$ cat config.mk
export PLATFORM = sky130hd
export DESIGN_NAME = aes_mix_columns_unit
export DESIGN_NICKNAME = d
export VERILOG_FILES = /design/src/rtl/aes_mix_columns_unit.sv
export SDC_FILE = /design/constraint.sdc
export NUM_CORES = 1
export LEC_CHECK = 0
export ABC_AREA = 0
export CORE_UTILIZATION = 45
export CTS_CLUSTER_DIAMETER = 40
export DETAILED_ROUTE_END_ITERATION = 12
export PLACE_DENSITY = 0.7
export SLEW_MARGIN = 15
export SYNTH_ARGS = -nofsm -noshare
export SYNTH_HDL_FRONTEND = slang
export SYNTH_SLANG_ARGS = --single-unit
$ cat constraint.sdc
create_clock -name clk -period 3.6 [get_ports clk]
set_clock_uncertainty 0.05 [all_clocks]
set_input_delay 0.36 -clock clk [delete_from_list [all_inputs] [get_ports clk]]
set_output_delay 0.36 -clock clk [all_outputs]
set_load 0.02 [all_outputs]
$ cat src/rtl/aes_mix_columns_unit.sv
// Purpose : forward/inverse AES MixColumns over an NB-column state, COLS_PER_CYCLE columns per clock.
// Latency : NB/COLS_PER_CYCLE edges from accept to out_valid (bypass: out_valid right after the accept edge).
// Backpr. : one state in flight; in_ready low while BUSY/DONE, result held stable until out_ready.
//
// Optional feature macro: AES_MIXCOL_BYPASS_EN (adds the 'bypass' input for the final AES round).
//
// Ports
//   clk            rising-edge clock
//   rst_n          asynchronous active-low reset
//   in_valid       text/inv_mode(/bypass) valid
//   in_ready       unit can accept a state (combinational from FSM state only)
//   inv_mode       0 = MixColumns, 1 = InvMixColumns; sampled on accept
//   bypass         (AES_MIXCOL_BYPASS_EN only) 1 = pass text straight to the output
//   text           input state, column c = text[32*NB-1-32*c -: 32], row 0 in the MSB byte
//   out_valid      modified_text valid
//   out_ready      consumer takes the result
//   modified_text  result, same column/row layout as text
module aes_mix_columns_unit #(
    parameter int NB             = 4,
    parameter int COLS_PER_CYCLE = 1
) (
    input  logic              clk,
    input  logic              rst_n,
    input  logic              in_valid,
    output logic              in_ready,
    input  logic              inv_mode,
`ifdef AES_MIXCOL_BYPASS_EN
    input  logic              bypass,
`endif
    input  logic [32*NB-1:0]  text,
    output logic              out_valid,
    input  logic              out_ready,
    output logic [32*NB-1:0]  modified_text
);

    // Counter is one bit wider than a column index so it can reach NB.
    localparam int CW = $clog2(NB) + 1;
    localparam int IW = $clog2(NB);

    // Ascending packed index puts column 0 in the MSBs, matching the text layout.
    typedef logic [0:NB-1][31:0] state_t;

    typedef enum logic [1:0] {
        ST_IDLE,
        ST_BUSY,
        ST_DONE
    } fsm_e;

    // ------------------------------------------------------------------
    // GF(2^8) helpers, reduction polynomial 0x11B
    // ------------------------------------------------------------------
    function automatic logic [7:0] xtime(input logic [7:0] b);
        return {b[6:0], 1'b0} ^ (b[7] ? 8'h1B : 8'h00);
    endfunction

    // 09/0B/0D/0E are sums of b, 2b, 4b and 8b taken from one xtime chain.
    function automatic logic [7:0] mul09(input logic [7:0] b);
        logic [7:0] x2, x4, x8;
        x2 = xtime(b);
        x4 = xtime(x2);
        x8 = xtime(x4);
        return x8 ^ b;
    endfunction

    function automatic logic [7:0] mul0b(input logic [7:0] b);
        logic [7:0] x2, x4, x8;
        x2 = xtime(b);
        x4 = xtime(x2);
        x8 = xtime(x4);
        return x8 ^ x2 ^ b;
    endfunction

    function automatic logic [7:0] mul0d(input logic [7:0] b);
        logic [7:0] x2, x4, x8;
        x2 = xtime(b);
        x4 = xtime(x2);
        x8 = xtime(x4);
        return x8 ^ x4 ^ b;
    endfunction

    function automatic logic [7:0] mul0e(input logic [7:0] b);
        logic [7:0] x2, x4, x8;
        x2 = xtime(b);
        x4 = xtime(x2);
        x8 = xtime(x4);
        return x8 ^ x4 ^ x2;
    endfunction

    // Forward column mix: 03*a = xtime(a) ^ a.
    function automatic logic [31:0] mix_fwd(input logic [31:0] col);
        logic [7:0] a0, a1, a2, a3;
        logic [7:0] r0, r1, r2, r3;
        a0 = col[31:24];
        a1 = col[23:16];
        a2 = col[15:8];
        a3 = col[7:0];
        r0 = xtime(a0) ^ xtime(a1) ^ a1 ^ a2 ^ a3;
        r1 = a0 ^ xtime(a1) ^ xtime(a2) ^ a2 ^ a3;
        r2 = a0 ^ a1 ^ xtime(a2) ^ xtime(a3) ^ a3;
        r3 = xtime(a0) ^ a0 ^ a1 ^ a2 ^ xtime(a3);
        return {r0, r1, r2, r3};
    endfunction

    function automatic logic [31:0] mix_inv(input logic [31:0] col);
        logic [7:0] a0, a1, a2, a3;
        logic [7:0] r0, r1, r2, r3;
        a0 = col[31:24];
        a1 = col[23:16];
        a2 = col[15:8];
        a3 = col[7:0];
        r0 = mul0e(a0) ^ mul0b(a1) ^ mul0d(a2) ^ mul09(a3);
        r1 = mul09(a0) ^ mul0e(a1) ^ mul0b(a2) ^ mul0d(a3);
        r2 = mul0d(a0) ^ mul09(a1) ^ mul0e(a2) ^ mul0b(a3);
        r3 = mul0b(a0) ^ mul0d(a1) ^ mul09(a2) ^ mul0e(a3);
        return {r0, r1, r2, r3};
    endfunction

    // ------------------------------------------------------------------
    // State
    // ------------------------------------------------------------------
    fsm_e                state_q, state_d;
    state_t              work_q, work_nxt;
    logic                inv_q;
    logic [CW-1:0]       cnt_q, cnt_nxt;
    logic [32*NB-1:0]    out_q;
    logic                accept;
    logic                last_step;
    logic                bypass_sel;

`ifdef AES_MIXCOL_BYPASS_EN
    assign bypass_sel = bypass;
`else
    assign bypass_sel = 1'b0;
`endif

    assign cnt_nxt   = cnt_q + CW'(COLS_PER_CYCLE);
    // cnt_q is always a multiple of COLS_PER_CYCLE, so this group is the final one.
    assign last_step = (cnt_nxt == CW'(NB));

    // ------------------------------------------------------------------
    // FSM
    // ------------------------------------------------------------------
    always_ff @(posedge clk or negedge rst_n) begin
        if (!rst_n) begin
            state_q <= ST_IDLE;
        end else begin
            state_q <= state_d;
        end
    end

    always_comb begin
        state_d  = state_q;
        in_ready = 1'b0;
        accept   = 1'b0;
        case (state_q)
            ST_IDLE: begin
                in_ready = 1'b1;
                if (in_valid) begin
                    accept  = 1'b1;
                    state_d = bypass_sel ? ST_DONE : ST_BUSY;
                end
            end
            ST_BUSY: begin
                if (last_step) begin
                    state_d = ST_DONE;
                end
            end
            ST_DONE: begin
                // No accept here: the unit returns to IDLE first.
                if (out_ready) begin
                    state_d = ST_IDLE;
                end
            end
            default: begin
                state_d = ST_IDLE;
            end
        endcase
    end

    assign out_valid     = (state_q == ST_DONE);
    assign modified_text = out_q;

    // ------------------------------------------------------------------
    // Column transform for the current group, written back in place
    // ------------------------------------------------------------------
    always_comb begin
        work_nxt = work_q;
        for (int k = 0; k < COLS_PER_CYCLE; k++) begin
            // Low IW bits address the column; the group never crosses NB-1.
            work_nxt[cnt_q[IW-1:0] + IW'(k)] =
                inv_q ? mix_inv(work_q[cnt_q[IW-1:0] + IW'(k)])
                      : mix_fwd(work_q[cnt_q[IW-1:0] + IW'(k)]);
        end
    end

    always_ff @(posedge clk or negedge rst_n) begin
        if (!rst_n) begin
            work_q <= '0;
            inv_q  <= 1'b0;
            cnt_q  <= '0;
            out_q  <= '0;
        end else begin
            if (accept) begin
                work_q <= text;
                inv_q  <= inv_mode;
                cnt_q  <= '0;
                if (bypass_sel) begin
                    out_q <= text;
                end
            end else if (state_q == ST_BUSY) begin
                work_q <= work_nxt;
                if (last_step) begin
                    cnt_q <= '0;
                    out_q <= work_nxt;
                end else begin
                    cnt_q <= cnt_nxt;
                end
            end
        end
    end

endmodule

==> impl_metrics.py, run 1 <==
metrics = {
    "synth": {
        "synth_fp_nets": 1553,
        "synth_most_common_cell": "dfrtp_1",
        "yosys.area_share.adder": 0.00490,
        "async_flop_share": 1.00,
        "synth_compound_gate_area_share": 0.212,
        "synthTopCellsByCount": "262 x dfrtp_1, 173 x o21ai_0, 120 x xnor2_1, 104 x nand2_1, 100 x a22oi_1",
        "ys.flop_type": "dfrtp_1",
        "netlist_top_cells_area": "dfrtp_1 43%, xnor2_1 6.9%, o21ai_0 5.7%, xnor3_1 5.3%, a22oi_1 4.9%",
        "synth_top_cell_by_area": "dfrtp_1",
        "synth_mux_area_frac": 0.0707,
        "synth_top_family_by_area": "compound AO/OA/AOI/OAI gates",
        "synth_area_um2": 15300,
        "synthXorXnorAreaFrac": 0.188,
        "yosysUniqueCellTypes": 46,
        "synth_seq_cells": 262,
        "ys_seq_area_frac": 0.428,
        "synth_cells": 1414,
        "synthSimpleGateAreaFrac": 0.0534,
        "synth_edf_count": 0,
        "synth_area_per_cell_um2": 10.8,
        "synth_top_area_frac": 0.428,
        "ys_warn_count": 0,
    },
    "clocking": {
        "path_clk_slew_ns": 0.06,
        "cts_root_buf": "clkbuf_16",
        "clock_sinks": 262,
        "tritoncts": "done",
        "worstSkewPairLatency_ns": 0.53,
        "clockBufferDepth": 3,
        "htreeDepth": 2,
        "cts_buffers": 38,
    },
    "timing": {
        "min_period_ns": 3.56,
        "setup_viol": 0,
        "setup_ws_ns": 0.0390,
        "slew-limit-headroom": 0.291,
        "drv_slew": 0,
        "finalHoldViolCount": 0,
        "max_freq_mhz": 281,
        "min_period_over_period": 0.989,
        "tightest_slew_ns": 1.06,
        "setup_tns_ns": 0,
    },
    "routing": {
        "drc_errors": 0,
        "drt-initial-drc-count": 1514,
        "drt-pass1-iter-count": 6,
        "antenna_left": 0,
        "wl_per_cell_um": 24.9,
        "viasPerCell": 6.03,
        "wl_mm": 54.7,
        "via_count": 13200,
    },
    "worst_setup_path": {
        "critPathCaptureType": "flop",
        "crit_start": "cnt_q[0]$_DFFE_PN0P_",
        "cp_max_fo": 10,
        "path_cells": "buf_12 > mux4_2 > xnor3_1 > xnor3_1 > xor2_1 > nand2_1 > xor2_2 > mux2i_1 > o21ai_1",
        "cp-start-kind": "flop",
        "r2r-start": "cnt_q[0]$_DFFE_PN0P_",
        "cp_slowest_stage_delay_ns": 0.70,
        "criticalPathCategory": "flop to flop",
        "crit_top_cell": "xnor3_1",
        "cp_data_arrival_time_ns": 3.89,
        "slowest_stage": "mux4_2",
        "cp_data_required_time_ns": 3.93,
    },
    "layout": {
        "area_delta_synth_final_pct": 34.3,
        "insertedDiodeCount": 0,
        "fin_area_um2": 20600,
        "final_util": 0.613,
        "drive_above_1_share": 0.166,
        "fin_nets": 1864,
    },
    "floorplan": {
        "start_util": 0.457,
        "io_pins": 263,
        "dieWidth_um": 186,
        "rows": 67,
        "dieHeight_um": 186,
        "dieArea_um2": 34800,
        "coreArea_um2": 33500,
    },
    "placed_design": {
        "dpl_cell_area_um2": 19000,
        "gp_congestion": 1.03,
        "pre_cts_ws_ns": -0.0506,
        "port_buffers": 262,
        "dp_hpwl_mm": 38.7,
    },
    "hold_path": {
        "hp-start": "out_ready",
        "hold_class": "input pin to flop",
    },
    "outcome": {
        "status": "complete, no violations",
    },
    "global_route": {
        "grt_pass1_wl_mm": 83.0,
        "grt_pass1_vias": 13700,
        "grt_usage": 0.313,
        "grt_start_max_net_pins": 87,
        "antenna_found_initial": 0,
        "grt.overflow.total": 0,
    },
    "run": {
        "maxCapViolCount": 0,
    },
}
[path summary, 6_finish.rpt]
check / end / slack (ns) / depth (start not counted)
worst max-delay path: modified_text[45]$_DFFE_PN0P_ / 0.04 / 9
worst min-delay path: state_q[1]$_DFFE_PN0P_ / 0.35 / 2
min in group asynchronous: modified_text[23]$_DFFE_PN0P_ / 0.36 / 2
max in group asynchronous: modified_text[2]$_DFFE_PN0P_ / 2.12 / 3
worst max register to register: modified_text[45]$_DFFE_PN0P_ / 0.04 / 9
worst min register to register: modified_text[87]$_DFFE_PN0P_ / 0.42 / 2
[area by class of cell]
class | instances | area [um2]
Multi-Input combinational cell | 1010 | 8300
Tap cell | 448 | 561
Inverter | 20 | 75.1
Sequential cell | 262 | 6560
Clock buffer | 49 | 1060
Fill cell | 2731 | 13000
Timing Repair Buffer | 393 | 3750
Clock inverter | 17 | 255
[cells in the final DEF (no fill, tap or decap), types with 8 or more instances in the layout]
cell and n:
xor2_1 44, a21oi_1 80, o31ai_1 13, a31oi_1 8
xnor2_1 110, nor2_1 19, clkdlybuf4s50_1 261, a21o_1 66
inv_1 20, nand3_1 13, o21ai_1 31, o21ai_0 173
dfrtp_1 261, xnor3_1 35, clkbuf_16 39, mux2i_1 30
a22o_1 14, nand2_1 103, xnor2_2 23, buf_4 118
o211ai_1 8, a222oi_1 12, mux4_2 32, and3_1 33
a22oi_1 100, buf_12 11
[critical path, delay by kind of cell (launching register included)]
kind	cells	cell delay [ns]
DFF	1	0.50
and+or+nand+nor	1	0.16
buffers and inverters	1	0.19
muxes	2	0.95
xor gates and xnor gates	4	1.46
AOI/OAI and AO/OA	1	0.09
[metrics by stage]
step | hold WS (ns) | instances
floorplan | 0.0144 | 1414
CTS | 0.341 | 2186
finish | 0.347 | 2199
global placement | 0.337 | 2119
global route | 0.359 | 2199
detailed placement | 0.340 | 2119
[timing repair]
action	4_1_cts	5_1_grt
setup endpoints to repair	20	99
gates resized for setup	4	16
buffers inserted	0	13
hold endpoints to repair	75	0
pin swaps	0	4
cloned	0	0
hold buffers	1	0
[sequential cells by signal, summed over array words and instances, names as in the netlist]
name           cells
cnt_q              3
inv_q              1
modified_text    128
state_q            2
work_q           128
[layer usage]
metal | up-vias | track usage | wire, um
met5 | - | 0 | 0
met3 | 124 | 0.0444 | 4430
met1 | 6629 | 0.431 | 22200
met4 | 0 | 0.117 | 1840
li1 | 5738 | - | -
met2 | 758 | 0.502 | 26200
[logic make-up (layout without fill, tap and decap cells)]
| kind of cell | count (synthesis) | after routing |
|---|---|---|
| compound gates | 521 | 521 |
| xor+xnor | 234 | 234 |
| flops | 262 | 262 |
| buf+inv | 142 | 479 |
| fa+ha+maj | 6 | 6 |
| mux | 66 | 66 |
| simple gates | 183 | 183 |
Power of run 1 is left out: the tool's default activity adds up to more than one toggle a clock period on the data nets, which glitch-free logic cannot reach.
==> run 2, diff against run 1 <==
SETUP_SLACK_MARGIN = 0.5   (was unset)
==> impl_metrics.py, run 2 (synthesized netlist as in run 1, its figures left out) <==
metrics = {
    "layout": {
        "final_cell_mix": "261 x dfrtp_1, 261 x clkdlybuf4s50_1, 157 x o21ai_0",
        "area_delta_synth_final_pct": 41.8,
        "fin_area_um2": 21700,
        "insertedDiodeCount": 0,
        "multi_input_area_um2": 9030,
        "fin_nets": 1914,
        "final_util": 0.648,
        "drive_above_1_share": 0.241,
        "fillers": 2610,
        "regArea_um2": 6560,
    },
    "global_route": {
        "grt_start_max_net_pins": 98,
        "grt_pass1_vias": 13900,
        "grt.overflow.total": 0,
        "antenna_found_initial": 0,
        "grt_usage": 0.322,
        "grt_pass1_wl_mm": 85.5,
    },
    "routing": {
        "viasPerCell": 6.11,
        "drc_errors": 0,
        "drt-initial-drc-count": 1539,
        "via_count": 13700,
        "drt-pass1-iter-count": 6,
        "wl_per_cell_um": 25.5,
        "antenna_left": 0,
        "wl_mm": 57.3,
    },
    "clocking": {
        "tritoncts": "done",
        "cts_buffers": 35,
        "path_clk_slew_ns": 0.06,
        "clock_sinks": 262,
        "htreeDepth": 2,
        "cts_root_buf": "clkbuf_16",
        "worstSkewPairLatency_ns": 0.52,
        "clockBufferDepth": 3,
    },
    "worst_setup_path": {
        "cp_max_fo": 8,
        "cp_data_required_time_ns": 4.00,
        "r2r-start": "cnt_q[0]$_DFFE_PN0P_",
        "cp-start-kind": "flop",
        "r2r_end": "work_q[125]$_DFFE_PN0P_",
        "ff2ff_setup_slack_ns": 0.19,
        "critPathCaptureType": "flop",
        "critPathCapture": "work_q[125]$_DFFE_PN0P_",
        "crit_start": "cnt_q[0]$_DFFE_PN0P_",
        "cp_data_arrival_time_ns": 3.80,
        "reg2regPathDepth": 11,
        "criticalPathCategory": "flop to flop",
    },
    "placed_design": {
        "dp_hpwl_mm": 38.7,
        "dpl_cell_area_um2": 18900,
        "port_buffers": 262,
        "gp_congestion": 1.01,
    },
    "run": {
        "maxCapViolCount": 0,
    },
    "timing": {
        "tightest_slew_ns": 1.09,
        "slew-limit-headroom": 0.270,
        "drv_slew": 0,
        "rsz0062_at_grt": "true",
        "finalHoldViolCount": 0,
        "min_period_over_period": 0.946,
        "hold_slack_ns": 0.345,
        "setup_viol": 0,
        "min_period_ns": 3.41,
        "max_freq_mhz": 294,
    },
    "floorplan": {
        "coreArea_um2": 33500,
        "dieWidth_um": 186,
        "io_pins": 263,
        "rows": 67,
        "dieHeight_um": 186,
        "start_util": 0.457,
        "dieArea_um2": 34800,
    },
    "hold_path": {
        "hold_class": "input pin to flop",
    },
    "outcome": {
        "status": "complete, no violations",
    },
}
run 2: changes by cell type in the layout (fill, tap and decap cells not counted), sizes merged:
cell | previous run | this run
buf | 131 | 184
clkbuf | 49 | 43
clkinvlp | 2 | 5
bufinv | 5 | 3
run 2: what timing repair did:
action | 4_1_cts | 5_1_grt
buffers inserted | 68 | 25
pin swaps | 50 | 52
endpoints found under the hold margin | 94 | 0
setup endpoints to repair | 255 | 256
cloned | 1 | 0
hold buffers | 1 | 0
resized for setup | 81 | 89
run 2: per-layer routing:
metal,vias to the layer above,GRT usage,part of all wire
met1,6959,0.434,0.40
met2,820,0.515,0.47
met4,0,0.118,0.036
met5,-,0,0
met3,140,0.0685,0.091
li1,5818,-,-
run 2: area by class of cell:
| class | instances | area share |
|---|---|---|
| Multi-Input combinational cell | 1010 | 0.416 |
| Sequential cell | 262 | 0.302 |
| Timing Repair Buffer | 446 | 0.200 |
| Clock buffer | 43 | 0.0431 |
| Tap cell | 448 | 0.0258 |
| Clock inverter | 18 | 0.0103 |
| Inverter | 20 | 0.00346 |
run 2: how the worst min path moves through the flow:
stage                                        from                             to  slack, ns  depth (start not counted)
floorplan                                   rst_n           cnt_q[0]$_DFFE_PN0P_       0.01                          0
global route                            out_ready         state_q[1]$_DFFE_PN0P_       0.35                          2
detailed placement                          rst_n  modified_text[16]$_DFFE_PN0P_       0.41                          1
finish                                  out_ready         state_q[1]$_DFFE_PN0P_       0.35                          2
CTS                                     out_ready         state_q[1]$_DFFE_PN0P_       0.34                          2
global placement    modified_text[16]$_DFFE_PN0P_  modified_text[16]$_DFFE_PN0P_       0.41                          2
run 2: worst max-delay path, stage by stage (launching register included):
cell and delay, ns:
dfrtp_2 0.44, buf_12 0.18, buf_12 0.15, mux4_2 0.55, buf_8 0.16, xnor2_4 0.16
xnor3_1 0.41, xnor3_2 0.46, xnor2_2 0.24, nand2_2 0.16, a21oi_4 0.23, a21o_1 0.13
run 2: stage by stage:
step	setup TNS, ns	cells	worst slack, ns
3_5_place_dp	-0.294	2091	-0.0561
6_report	0	2247	0.193
4_1_cts	0	2222	0.235
2_1_floorplan	0	1414	0.440
5_1_grt	0	2247	0.114
3_3_place_gp	-0.370	2091	-0.0598
Power of run 2 is left out for the same reason.
==> run 3, diff against run 2 <==
CTS_BUF_LIST = sky130_fd_sc_hd__clkbuf_8 sky130_fd_sc_hd__clkbuf_16   (was unset)
==> impl_metrics.py, run 3 (synthesized netlist as in run 1, its figures left out) <==
metrics = {
    "layout": {
        "area_delta_synth_final_pct": 43.2,
        "multi_input_area_um2": 9140,
        "final_cell_mix": "261 x dfrtp_1, 261 x clkdlybuf4s50_1, 149 x buf_4",
        "fillers": 2574,
        "insertedDiodeCount": 0,
        "drive_above_1_share": 0.249,
        "finalNonFillerCells": 2258,
        "fin_area_um2": 21900,
        "regArea_um2": 6560,
        "fin_nets": 1925,
        "final_util": 0.654,
    },
    "routing": {
        "drc_errors": 0,
        "wl_mm": 57.1,
        "via_count": 13600,
        "wl_per_cell_um": 25.3,
        "viasPerCell": 6.04,
        "drt-pass1-iter-count": 5,
        "antenna_left": 0,
        "drt-initial-drc-count": 1626,
    },
    "hold_path": {
        "hold_class": "input pin to flop",
        "hold_end": "state_q[1]$_DFFE_PN0P_",
        "hp-start": "out_ready",
        "hold_depth": 2,
    },
    "global_route": {
        "grt.overflow.total": 0,
        "grt_pass1_vias": 13900,
        "grt_usage": 0.322,
        "grt_start_max_net_pins": 98,
        "grt_pass1_wl_mm": 85.5,
        "antenna_found_initial": 0,
    },
    "worst_setup_path": {
        "cp_data_arrival_time_ns": 3.80,
        "path_cells": "buf_12 > buf_12 > mux4_2 > buf_8 > xnor2_4 > xnor3_1 > xnor3_2 > xnor2_2 > nand2_2 > a21oi_4 > a21o_1",
        "criticalPathCategory": "flop to flop",
        "crit_top_cell": "buf_12",
        "cp_slowest_stage_delay_ns": 0.55,
        "critPathCaptureType": "flop",
        "cp_top_family": "XOR/XNOR gates",
        "r2r-start": "cnt_q[0]$_DFFE_PN0P_",
        "cp_max_fo": 8,
        "reg2regPathDepth": 11,
        "ff2ff_setup_slack_ns": 0.20,
        "r2r_end": "work_q[117]$_DFFE_PN0P_",
        "slowest_stage": "mux4_2",
        "worst-path-buf-inv": 3,
        "cp_data_required_time_ns": 4.01,
        "cp-start-kind": "flop",
    },
    "placed_design": {
        "port_buffers": 262,
        "dpl_cell_area_um2": 18900,
        "gp_congestion": 1.01,
        "dp_hpwl_mm": 38.7,
        "dp_cells": 2091,
    },
    "timing": {
        "max_freq_mhz": 294,
        "slew-limit-headroom": 0.272,
        "min_period_over_period": 0.944,
        "finalHoldViolCount": 0,
        "rsz0062_at_grt": "true",
        "tightest_slew_ns": 1.09,
        "drv_slew": 0,
        "setup_viol": 0,
        "min_period_ns": 3.40,
        "hold_slack_ns": 0.346,
    },
    "floorplan": {
        "coreArea_um2": 33500,
        "rows": 67,
        "dieArea_um2": 34800,
        "dieWidth_um": 186,
        "io_pins": 263,
        "start_util": 0.457,
        "dieHeight_um": 186,
    },
    "clocking": {
        "htreeDepth": 2,
        "cts_buffers": 35,
        "path_clk_slew_ns": 0.06,
        "worstSkewPairLatency_ns": 0.52,
        "clock_sinks": 262,
        "cts_root_buf": "clkbuf_16",
        "tritoncts": "done",
        "clockBufferDepth": 3,
    },
    "run": {
        "maxCapViolCount": 0,
    },
    "outcome": {
        "status": "complete, no violations",
    },
}
## run 3: what timing repair did
item	in CTS	in global routing
hold buffers	1	0
resized for setup	82	125
pin swaps	50	53
endpoints found under the hold margin	94	0
gates cloned	1	0
endpoints found under the setup margin	255	256
setup buffers	68	36
## run 3: cell type report
class	instances	share of cell area
flip-flops and latches	262	0.299
multi-input cells	1010	0.417
inverters	20	0.00343
clock inverters	23	0.0110
well taps	448	0.0256
clock buffers	38	0.0418
repair buffers	457	0.202
## run 3: worst max path at each step
stage                                         end  cells after the start  slack, ns            startpoint
detailed placement         work_q[60]$_DFFE_PN0P_                      9      -0.06  cnt_q[0]$_DFFE_PN0P_
floorplan           modified_text[28]$_DFFE_PN0P_                     11       0.44  cnt_q[1]$_DFFE_PN0P_
CTS                 modified_text[93]$_DFFE_PN0P_                     10       0.24  cnt_q[0]$_DFFE_PN0P_
finish                    work_q[117]$_DFFE_PN0P_                     11       0.20  cnt_q[0]$_DFFE_PN0P_
global route              work_q[125]$_DFFE_PN0P_                     11       0.11  cnt_q[0]$_DFFE_PN0P_
global placement           work_q[92]$_DFFE_PN0P_                      9      -0.06  cnt_q[0]$_DFFE_PN0P_
## run 3: stage by stage
stage / TNS [ns] / setup slack (ns)
after floorplan: 0 / 0.440
after global placement: -0.370 / -0.0598
after detailed placement: -0.294 / -0.0561
after CTS: 0 / 0.235
after global routing: 0 / 0.113
final: 0 / 0.202
## run 3: layer usage
metal / vias to the layer above / share of wire / GRT usage
li1: 5844 / - / -
met5: - / 0 / 0
met3: 136 / 0.089 / 0.0666
met2: 782 / 0.48 / 0.516
met1: 6881 / 0.40 / 0.435
met4: 0 / 0.032 / 0.118
## run 3: worst reg2reg max path: stages (launching register included)
cell	delay (ns)
dfrtp_2	0.44
buf_12	0.18
buf_12	0.15
mux4_2	0.55
buf_8	0.16
xnor2_4	0.16
xnor3_1	0.42
xnor3_2	0.46
xnor2_2	0.18
nand2_2	0.17
a21oi_4	0.25
a21o_1	0.14
Power of run 3 is left out for the same reason.
